### src/rtl/cic_decimator_comb.sv
// cic_decimator_comb: decimates the integrator-chain output by RATE, then runs
// STAGES pipelined comb sections with differential delay DIFF_DELAY.
module cic_decimator_comb #(
    parameter int DATA_WIDTH_INP = 32,
    parameter int DATA_WIDTH_OUT = 16,
    parameter int RATE           = 8,
    parameter int STAGES         = 3,
    parameter int DIFF_DELAY     = 1
) (
    input  logic                      clk,
    input  logic                      reset_n,
    input  logic [DATA_WIDTH_INP-1:0] inp_samp_data,
    input  logic                      inp_samp_str,
    output logic [DATA_WIDTH_OUT-1:0] out_samp_data,
    output logic                      out_samp_str
);
    localparam int W  = DATA_WIDTH_INP;
    localparam int CW = RATE > 1 ? $clog2(RATE) : 1;

    logic [CW-1:0] cnt_q, cnt_d;
    logic [W-1:0]  dec_q, dec_d;
    logic          dec_str_q, dec_str_d;
    logic          cap;

    // Index 0 is the decimated sample; index k is the output of comb section k.
    logic [STAGES:0][W-1:0] stage_data;
    logic [STAGES:0]        stage_str;

    always_comb begin
        cap       = inp_samp_str && cnt_q == CW'(RATE - 1);
        cnt_d     = cap ? '0 : cnt_q + CW'(inp_samp_str);
        dec_d     = cap ? inp_samp_data : dec_q;
        dec_str_d = cap;
    end

    always_ff @(posedge clk or negedge reset_n) begin
        if (!reset_n) begin
            cnt_q     <= '0;
            dec_q     <= '0;
            dec_str_q <= 1'b0;
        end else begin
            cnt_q     <= cnt_d;
            dec_q     <= dec_d;
            dec_str_q <= dec_str_d;
        end
    end

    assign stage_data[0] = dec_q;
    assign stage_str[0]  = dec_str_q;

    for (genvar k = 0; k < STAGES; k++) begin : g_comb
        logic [W-1:0] y_q, y_d, d0_q, d0_d, d1_q, d1_d;
        logic         str_q, str_d;

        // d1 only feeds the subtractor when the differential delay is 2.
        always_comb begin
            str_d = stage_str[k];
            y_d   = stage_str[k] ? stage_data[k] - (DIFF_DELAY == 2 ? d1_q : d0_q) : y_q;
            d0_d  = stage_str[k] ? stage_data[k] : d0_q;
            d1_d  = stage_str[k] ? d0_q : d1_q;
        end

        always_ff @(posedge clk or negedge reset_n) begin
            if (!reset_n) begin
                y_q   <= '0;
                d0_q  <= '0;
                d1_q  <= '0;
                str_q <= 1'b0;
            end else begin
                y_q   <= y_d;
                d0_q  <= d0_d;
                d1_q  <= d1_d;
                str_q <= str_d;
            end
        end

        assign stage_data[k+1] = y_q;
        assign stage_str[k+1]  = str_q;
    end

    assign out_samp_data = DATA_WIDTH_OUT'(stage_data[STAGES] >> (W - DATA_WIDTH_OUT));
    assign out_samp_str  = stage_str[STAGES];
endmodule

### config.mk
export PLATFORM = sky130hd
export DESIGN_NAME = cic_decimator_comb
export DESIGN_NICKNAME = d
export VERILOG_FILES = /design/src/rtl/cic_decimator_comb.sv
export SDC_FILE = /design/constraint.sdc
export NUM_CORES = 1
export LEC_CHECK = 0
export ABC_AREA = 1
export ABC_CLOCK_PERIOD_IN_PS = 2600
export CORE_MARGIN = 5
export CORE_UTILIZATION = 55
export DETAILED_ROUTE_END_ITERATION = 16
export GPL_TIMING_DRIVEN = 0
export PLACE_DENSITY_LB_ADDON = 0.15
export SLEW_MARGIN = 10
export SYNTH_ARGS = -nofsm -noshare
export SYNTH_HDL_FRONTEND = slang
export SYNTH_SLANG_ARGS = --single-unit
### constraint.sdc
create_clock -name clk -period 2.6 [get_ports clk]
set_input_delay 0.52 -clock clk [delete_from_list [all_inputs] [get_ports clk]]
set_output_delay 0.52 -clock clk [all_outputs]
set_load 0.05 [all_outputs]
After elaboration in Yosys (flattened, before gate mapping)
Cells that the tools add are included.
Widths: inputs -> output; s select.
{"block": "totals", "regBits": 231, "elab_cells": 19, "input_bits": 35, "output_inout_bits": 17}
{"block": "op_classes", "n_reduce_logical": 1, "n_mux": 1, "addsub": 4, "eq_ne": 1}
{"cell": "$sub 32x32->32", "n": 3}
{"cell": "$add 3x1->3", "n": 1}
{"cell": "$eq 3x3->1 const B", "n": 1}
{"cell": "$mux 3", "n": 1}
{"cell": "$logic_and 1x1->1", "n": 1}

Logic depth before layout (Yosys ltp)
Gate-level depths: netlist of the first run.
{"block": "logic_depth", "word_depth": 3, "mapped_depth": 15, "depth_no_buf": 15}

Worst setup path before layout of the first run
OpenSTA, ideal clock, no wires.
{"block": "synth_path", "path_kind": "register -> register", "startpoint": "register g_comb[0].y_q[0]", "endpoint": "register g_comb[1].y_q[28]", "arrival_ns": 1.666, "path_stages_with_launch": 14, "period_less_slack_ns": 1.783, "n_path_buf": 0, "path_slack_ns": 0.817, "required_time_ns": 2.483, "setup_ns": 0.117, "cell_sequence": "dfrtp_1 > inv_1 > ha_1 > fa_1 > inv_1 > nand3_1 > nand3_1 > nand3_1 > nand3_1 > nand2_1 > nand2_1 > nand2_1 > nand3_1 > nand2_1"}
{"block": "synth_via", "elab_chain_cells": 1}
{"item": "start: declaration", "line": "52", "rtl": "logic [W-1:0] y_q, y_d, d0_q, d0_d, d1_q, d1_d;"}
{"item": "start signal: assignment", "line": "70", "rtl": "y_q <= y_d;"}
{"item": "$sub 32x32->32", "line": "58", "rtl": "y_d = stage_str[k] ? stage_data[k] - (DIFF_DELAY == 2 ? d1_q : d0_q) : y_q;"}
{"item": "end signal: assignment", "line": "70"}
{"item": "end: declaration", "line": "52"}
No other way between the ends.
A chain may end at the register's enable or synchronous reset.

Worst setup path in the final report of the first run
{"block": "layout_path", "startpoint": "register g_comb[2].y_q[17]", "endpoint": "output out_samp_data[1]"}
{"item": "start: declaration", "line": "52"}
{"item": "start signal: assignment", "line": "70"}
{"item": "end: declaration", "line": "14", "rtl": "output logic [DATA_WIDTH_OUT-1:0] out_samp_data,"}
No word-level cell between the ends.

==> out/qor.txt, run 1 <==
Via count - 13243
First-pass GRT wire length - 61100 microns
H-tree levels - 1
Synth-to-layout area growth - 12.0%
Die area - 30600 sq um
CP endpoint kind - output port
Boundary Pins - 52
PortBufs - 51
Post-synthesis instance total - 2270
GPL Wtd Cong - 0.895
Post_cts resized - 0
Reg clk slew, reported paths - 0.06 ns
Failing checks - hold timing
Vias in the first global route - 13061
Fillers - 2587
Post-cts hold buffer count - 0
Largest buffer count on any clock path - 3
Status - finished, violations left
Row count - 60
Post CTS Setup Buffer Count - 0
CTS Sinks - 215
CP cell instances - clkdlybuf4s50_1
Critical path's slowest cell - clkdlybuf4s50_1
Largest net degree at the start of global routing - 116
Critical Path RT - 2.08 ns
Residual DRC - 0
Max-cap violations - 0
Top post-synthesis cells by area - dfrtp_1, nand2_1, inv_1, ha_1, o21ai_0
Sequential area share after synthesis - 0.359
Number of diodes - 0
Core Footprint - 26900 sq um
Layout cells sized above 1 - 0.0494
WL per Instance - 13.4 microns
Mapped Area - 15000 sq um
Initial drt markers - 578
Final setup viols - 0
RSZ-0062 raised after global routing - no
GRT Residual Overflow - 0
Initial antenna violation count - 0
Post-synth top area cell - dfrtp_1
Antenna violation net count after detailed routing - 0
Detailed Place HPWL - 29300 microns
Multi-input logic area - 7730 sq um
Vias per cell - 4.89
WS Path Type - register to output port
Critical path peak fanout - 2
Post-synth top area share - 0.359
Hold slack - -0.0151 ns
Fmax - 453 MHz
Post-route minimum period - 2.21 ns
CTS tree - yes
Final hold vios - 5
Final worst clock skew - 0.0117 ns
Worst-Margin Slew - 0.789 ns
Die width - 175 microns
HP Class - input port to async pin
Crit-path leading delay family - buffers and inverters
FF/Latch Area - 5380 sq um
CP Data Arrival Time - 1.69 ns
Mapped Nets - 2401
Initial Utilization - 0.557
Die height - 175 microns
CP Buf/Inv Count - 1
Clk Latency, worst-skew pair - 0.53 ns
Crit start category - register
CTS buffer count - 25
Slew HR - 0.474
Nets - 2480
CP peak stage delay - 0.80 ns
Clk root buf - clkbuf_16
FF+latch count, synth - 215
GR Util All Layers - 0.240
Final slew viol count - 0
Synthesized area per cell - 6.60 sq um
Final Cycle Share - 0.849
YS warnings - 0
WL final - 36200 microns
Yosys cell types - 32
DR pass1 iterations - 5
metrics by stage:
stage / setup TNS, ns / setup WS, ns / area [sq um] / std cells / util
4_1_cts: 0 / 0.363 / 16800 / 2708 / 0.624
5_1_grt: 0 / 0.207 / 16800 / 2708 / 0.624
2_1_floorplan: 0 / 0.817 / 15000 / 2270 / -
6_report: 0 / 0.393 / 16800 / 2708 / 0.624
3_5_place_dp: 0 / 0.0540 / 15900 / 2663 / 0.593
3_3_place_gp: -1669.30 / -7.79 / 15900 / 2662 / 0.592
routing by layer:
layer	wire, microns	global-route usage
met5	0	0
met4	1720	0.0939
met3	886	0.0240
met1	15200	0.272
met2	18400	0.460
cells in the mapped netlist, drive strengths merged:
library cell    n
a21o            1
a21oi          63
and2            4
and3            3
buf            10
clkbuf         31
clkinv          1
dfrtp         215
fa              2
ha             94
inv           447
mux2           30
nand2         925
nand3         110
nand3b         23
nand4          11
nor2          127
nor3            8
o21ai         129
o21bai          5
or2             3
xnor2          25
xor2            3
cell families (layout without fill, tap and decap cells):
group,after synthesis,after routing,synth area share
AO/OA/AOI/OAI,198,198,0.0672
XOR/XNOR,28,28,0.0164
adder cells (fa/ha/maj),96,96,0.0812
buffers and inverters,489,586,0.124
flip-flops,215,215,0.359
multiplexers,30,30,0.0226
AND/OR/NAND/NOR,1214,1214,0.329
worst reg2reg max path, stage by stage (launching register included):
cell     delay [ns]
dfrtp_1        0.36
inv_1          0.06
ha_1           0.23
fa_1           0.36
inv_1          0.15
nand3_1        0.09
nand3_1        0.16
nand3_1        0.10
nand3_1        0.17
nand2_1        0.14
nand2_1        0.10
nand2_1        0.05
nand3_1        0.09
nand2_1        0.05
flip-flops by register name, summed over array words and instances (netlist names):
| register | count |
|---|---|
| g_comb.y_q | 80 |
| out_samp_str | 1 |
| cnt_q | 3 |
| g_comb.str_q | 2 |
| dec_str_q | 1 |
| g_comb.d0_q | 96 |
| dec_q | 32 |
layout by cell type (no fill, tap or decap), drive strengths merged, types with 3 or more instances in the layout:
cell type / netlist / final
or2: 3 / 3
nand4: 11 / 11
ha: 94 / 94
nand3: 110 / 110
inv: 447 / 448
clkinv: 1 / 11
nor3: 8 / 8
dfrtp: 215 / 215
mux2: 30 / 30
nand2: 925 / 925
xnor2: 25 / 25
bufinv: 0 / 3
buf: 10 / 12
and2: 4 / 4
clkbuf: 31 / 60
o21ai: 129 / 129
o21bai: 5 / 5
a21oi: 63 / 63
nand3b: 23 / 23
and3: 3 / 3
nor2: 127 / 127
xor2: 3 / 3
clkdlybuf4s50: 0 / 50
final cells by class:
class                           count  share of cell area
Multi-Input combinational cell   1566               0.461
Tap cell                          341              0.0254
Clock buffer                       29              0.0394
Timing Repair Buffer               52              0.0324
Clock inverter                     16              0.0100
Buffer                             41              0.0108
Inverter                          448               0.100
Sequential cell                   215               0.321
final timing paths:
check	to	startpoint	cells past startpoint	slack, ns
max in group asynchronous	dec_q[26]	reset_n	2	1.59
worst max register to register	g_comb[1].y_q[28]	g_comb[0].y_q[0]	13	0.41
min in group clk	g_comb[0].str_q	dec_str_q	0	0.38
worst min-delay path	g_comb[2].d0_q[2]	reset_n	1	-0.02
worst min register to register	g_comb[0].str_q	dec_str_q	0	0.38
worst max-delay path	out_samp_data[1]	g_comb[2].y_q[17]	1	0.39
Power of run 1 is not shown: default switching activity piles up to over one toggle a cycle in this logic, so the estimate is an artifact.
==> run 2, diff against run 1 <==
- ABC_CLOCK_PERIOD_IN_PS: 2600 -> 2000
- clock period: 2.6 -> 2 ns (I/O delays scaled with it)
==> run 2 against run 1 <==
Compared with the run above:
- the run now ends clean
- critical path depth rose by 8
- critical path type is now register to register
- register-to-register slack worse by 0.30 ns
- global-route usage grew 0.051 points
- final cell count rose by 0.52%
- die area did not move
- final area is 4.4% higher
- via count rose by 1.9%
- clock skew is 0.00052 ns lower
- routed wire length rose by 3.2%
- hold slack improved by 0.39 ns
==> out/qor.txt, run 2 (synthesis results as in run 1) <==
WHS Path Cells - 0
WL per Instance - 13.7 microns
Initial antenna violation count - 0
Status - completed
Hold Startpoint - dec_str_q
Number of diodes - 0
Largest regs - g_comb.d0_q x96, g_comb.y_q x80, dec_q x32
Final hold vios - 0
Die area - 30600 sq um
CP endpoint kind - register
Reg clk slew, reported paths - 0.06 ns
WL final - 37300 microns
RR Startpoint - dec_q[9]
Row count - 60
First-pass GRT wire length - 61200 microns
Die height - 175 microns
R2R depth - 9
Largest reg by FF count - g_comb.d0_q
Critical path peak fanout - 4
Placed insts - 2663
HP Class - register to register
Core Footprint - 26900 sq um
CTS tree - yes
Reg2Reg Capture Point - g_comb[0].y_q[11]
Clk root buf - clkbuf_16
R2R setup slack - 0.11 ns
Global-route track usage on met3 - 0.0240
GPL Wtd Cong - 0.895
Nets - 2494
Final worst clock skew - 0.0112 ns
Via count - 13490
Hold slack - 0.375 ns
GR peak layer - met2
Layout cells sized above 1 - 0.104
Boundary Pins - 52
Setup TNS - 0 ns
Slew HR - 0.482
Most frequent cells in the layout - nand2_1, inv_1, dfrtp_1
Synth-to-layout area growth - 16.9%
WS Path Type - register to register
Final slew viol count - 0
GR Util All Layers - 0.240
CP Data Arrival Time - 2.29 ns
Vias in the first global route - 13099
Antenna violation net count after detailed routing - 0
Most common cell after layout, fill and taps aside - nand2_1
Max FFs per register - 96
Residual DRC - 0
DR pass1 iterations - 6
Initial Utilization - 0.557
Fmax - 529 MHz
GRT Residual Overflow - 0
Worst Hold End - g_comb[0].str_q
Largest net degree at the start of global routing - 116
H-tree levels - 1
Clk Latency, worst-skew pair - 0.53 ns
Post-route minimum period - 1.89 ns
Critical Path RT - 2.40 ns
PortBufs - 51
Vias per cell - 4.96
Initial drt markers - 522
Met2 GRT Util - 0.460
Largest buffer count on any clock path - 3
Max-cap violations - 0
Post-DP Area - 15900 sq um
Crit start category - register
Worst-Margin Slew - 0.777 ns
Final Cycle Share - 0.945
Grt met1 use - 0.273
Final Non-Filler Cells - 2722
Detailed Place HPWL - 29300 microns
Die width - 175 microns
RSZ-0062 raised after global routing - yes
Fin area - 17500 sq um
CTS Sinks - 215
CTS buffer count - 25
Final setup viols - 0
-- run 2: changes by cell type in the layout (fill, tap and decap cells not counted), moves of 18 or more --
cell,previous run,this run
nor2_2,9,27
ha_2,0,24
ha_4,0,28
ha_1,94,42
nand2_1,908,890
nor2_1,118,94
-- run 2: routing by layer --
metal | up-vias | share of wire | wire length, microns
met5 | - | 0 | 0
met4 | 0 | 0.044 | 1650
met3 | 82 | 0.025 | 950
met2 | 200 | 0.52 | 19400
met1 | 6122 | 0.41 | 15300
li1 | 7086 | - | -
-- run 2: timing repair --
action	4_1_cts	5_1_grt
hold buffers	1	0
endpoints found under the setup margin	28	44
pin swaps	0	4
hold endpoints to repair	100	0
setup buffers	2	11
resized for setup	32	119
-- run 2: area by class of cell --
class	count	area, sq um
timing repair buffer	66	629
clock inverter	16	168
multi-input combinational	1566	8370
buffer	41	181
sequential	215	5380
fill	2494	9380
tap	341	427
clock buffer	29	661
inverter	448	1680
-- run 2: critical path, cell delays in order (launching register included) --
cell and delay, ns:
dfrtp_1 0.42, ha_4 0.28, nand2_1 0.17, inv_1 0.06
nand2_1 0.07, nand2_1 0.06, nand3b_1 0.26, buf_4 0.20
xnor2_1 0.16, o21ai_1 0.08
-- run 2: worst max path at each step --
stage,start,end
global placement,reset_n,g_comb[0].d0_q[23]
floorplan,g_comb[0].y_q[0],g_comb[1].y_q[28]
global route,g_comb[0].y_q[16],g_comb[1].y_q[29]
detailed placement,inp_samp_str,dec_q[28]
finish,dec_q[9],g_comb[0].y_q[11]
CTS,g_comb[1].y_q[18],g_comb[2].y_q[27]
-- run 2: stage by stage --
step	util	setup WS [ns]
detailed placement	0.593	-0.426
global route	0.651	-0.0368
floorplan	-	0.217
CTS	0.626	0.00121
global placement	0.592	-8.27
finish	0.651	0.109
Power of run 2 is left out for the same reason.
==> run 3, diff against run 2 <==
- RECOVER_POWER: not set -> 25
==> run 3 against run 2 <==
Compared with the run above:
- hold slack unchanged
- global-route usage stayed put
- largest cell class unchanged
- register-to-register slack about the same
- non-clock buffer count unchanged
- die area is the same
- via count about the same
- critical path depth is the same
==> out/qor.txt, run 3 (synthesis results as in run 1) <==
Largest buffer count on any clock path - 3
PortBufs - 51
DR pass1 iterations - 6
CTS tree - yes
Core Footprint - 26900 sq um
Initial antenna violation count - 0
Post-DP Area - 15900 sq um
Row count - 60
Clk root buf - clkbuf_16
Max FFs per register - 96
CP Data Arrival Time - 2.29 ns
FF/Latch Area - 5380 sq um
Worst-Margin Slew - 0.777 ns
Slew HR - 0.482
Critical path peak fanout - 4
Synth-to-layout area growth - 16.9%
Setup TNS - 0 ns
GRT Residual Overflow - 0
WS Path Type - register to register
Fin area - 17500 sq um
Via count - 13489
CP endpoint kind - register
Placed insts - 2663
Largest regs - g_comb.d0_q x96, g_comb.y_q x80, dec_q x32
Multi-input logic area - 8370 sq um
Post-route minimum period - 1.89 ns
CTS Sinks - 215
Max-cap violations - 0
Layout cells sized above 1 - 0.103
Boundary Pins - 52
Vias per cell - 4.96
Number of diodes - 0
Final Cycle Share - 0.945
Final Non-Filler Cells - 2722
Most frequent cells in the layout - nand2_1, inv_1, dfrtp_1
Detailed Place HPWL - 29300 microns
Critical Path RT - 2.40 ns
CTS buffer count - 25
Reg clk slew, reported paths - 0.06 ns
Fmax - 529 MHz
Residual DRC - 0
HP Class - register to register
Final worst clock skew - 0.0112 ns
Final slew viol count - 0
First-pass GRT wire length - 61200 microns
Most common cell after layout, fill and taps aside - nand2_1
Die width - 175 microns
Vias in the first global route - 13099
WL final - 37300 microns
Crit start category - register
Initial drt markers - 522
Status - completed
Largest net degree at the start of global routing - 116
RSZ-0062 raised after global routing - yes
Die area - 30600 sq um
Clk Latency, worst-skew pair - 0.53 ns
WL per Instance - 13.7 microns
GR Util All Layers - 0.240
Die height - 175 microns
Nets - 2494
Final setup viols - 0
H-tree levels - 1
Initial Utilization - 0.557
Final hold vios - 0
Fillers - 2495
Antenna violation net count after detailed routing - 0
Largest reg by FF count - g_comb.d0_q
GPL Wtd Cong - 0.895
[run 3: cell types whose count changed in the layout (fill, tap and decap cells not counted)]
cell,before,now
buf_2,7,6
clkbuf_1,33,34
[run 3: worst paths after layout]
kind,from,to,slack (ns),depth (start not counted)
max reg2reg,dec_q[9],g_comb[0].y_q[11],0.11,9
min reg2reg,dec_str_q,g_comb[0].str_q,0.37,0
min in group asynchronous,reset_n,g_comb[2].d0_q[2],0.46,2
max in group asynchronous,reset_n,dec_q[26],0.52,3
max,dec_q[9],g_comb[0].y_q[11],0.11,9
min,dec_str_q,g_comb[0].str_q,0.37,0
[run 3: through the flow]
stage / utilization / hold WS [ns] / worst slack, ns
global route: 0.651 / 0.381 / -0.0368
finish: 0.651 / 0.375 / 0.109
floorplan: - / 0.104 / 0.217
CTS: 0.626 / 0.374 / 0.00121
detailed placement: 0.593 / 0.361 / -0.426
global placement: 0.592 / 0.358 / -8.27
[run 3: what timing repair did]
item,in CTS,in global routing
pin swaps,0,4
hold buffers,1,0
setup endpoints to repair,28,44
hold endpoints to repair,100,0
setup buffers,2,11
gates resized for setup,32,119
[run 3: worst max-delay path: stages, from the launching register on]
cell	delay, ns
dfrtp_1	0.42
ha_4	0.28
nand2_1	0.17
inv_1	0.06
nand2_1	0.07
nand2_1	0.06
nand3b_1	0.26
buf_4	0.20
xnor2_1	0.16
o21ai_1	0.08
[run 3: final cells by class]
class	count	area share
buffer	41	0.0103
timing repair buffer	66	0.0360
multi-input combinational	1566	0.478
sequential	215	0.307
inverter	448	0.0961
clock buffer	29	0.0378
clock inverter	16	0.00958
tap	341	0.0244
[run 3: per-layer routing]
metal / wire length, microns / vias up / global-route usage / share of wire
met5: 0 / - / 0 / 0
met3: 950 / 82 / 0.0240 / 0.025
li1: - / 7086 / - / -
met1: 15300 / 6121 / 0.273 / 0.41
met2: 19400 / 200 / 0.460 / 0.52
met4: 1650 / 0 / 0.0975 / 0.044
Power of run 3 is left out for the same reason.
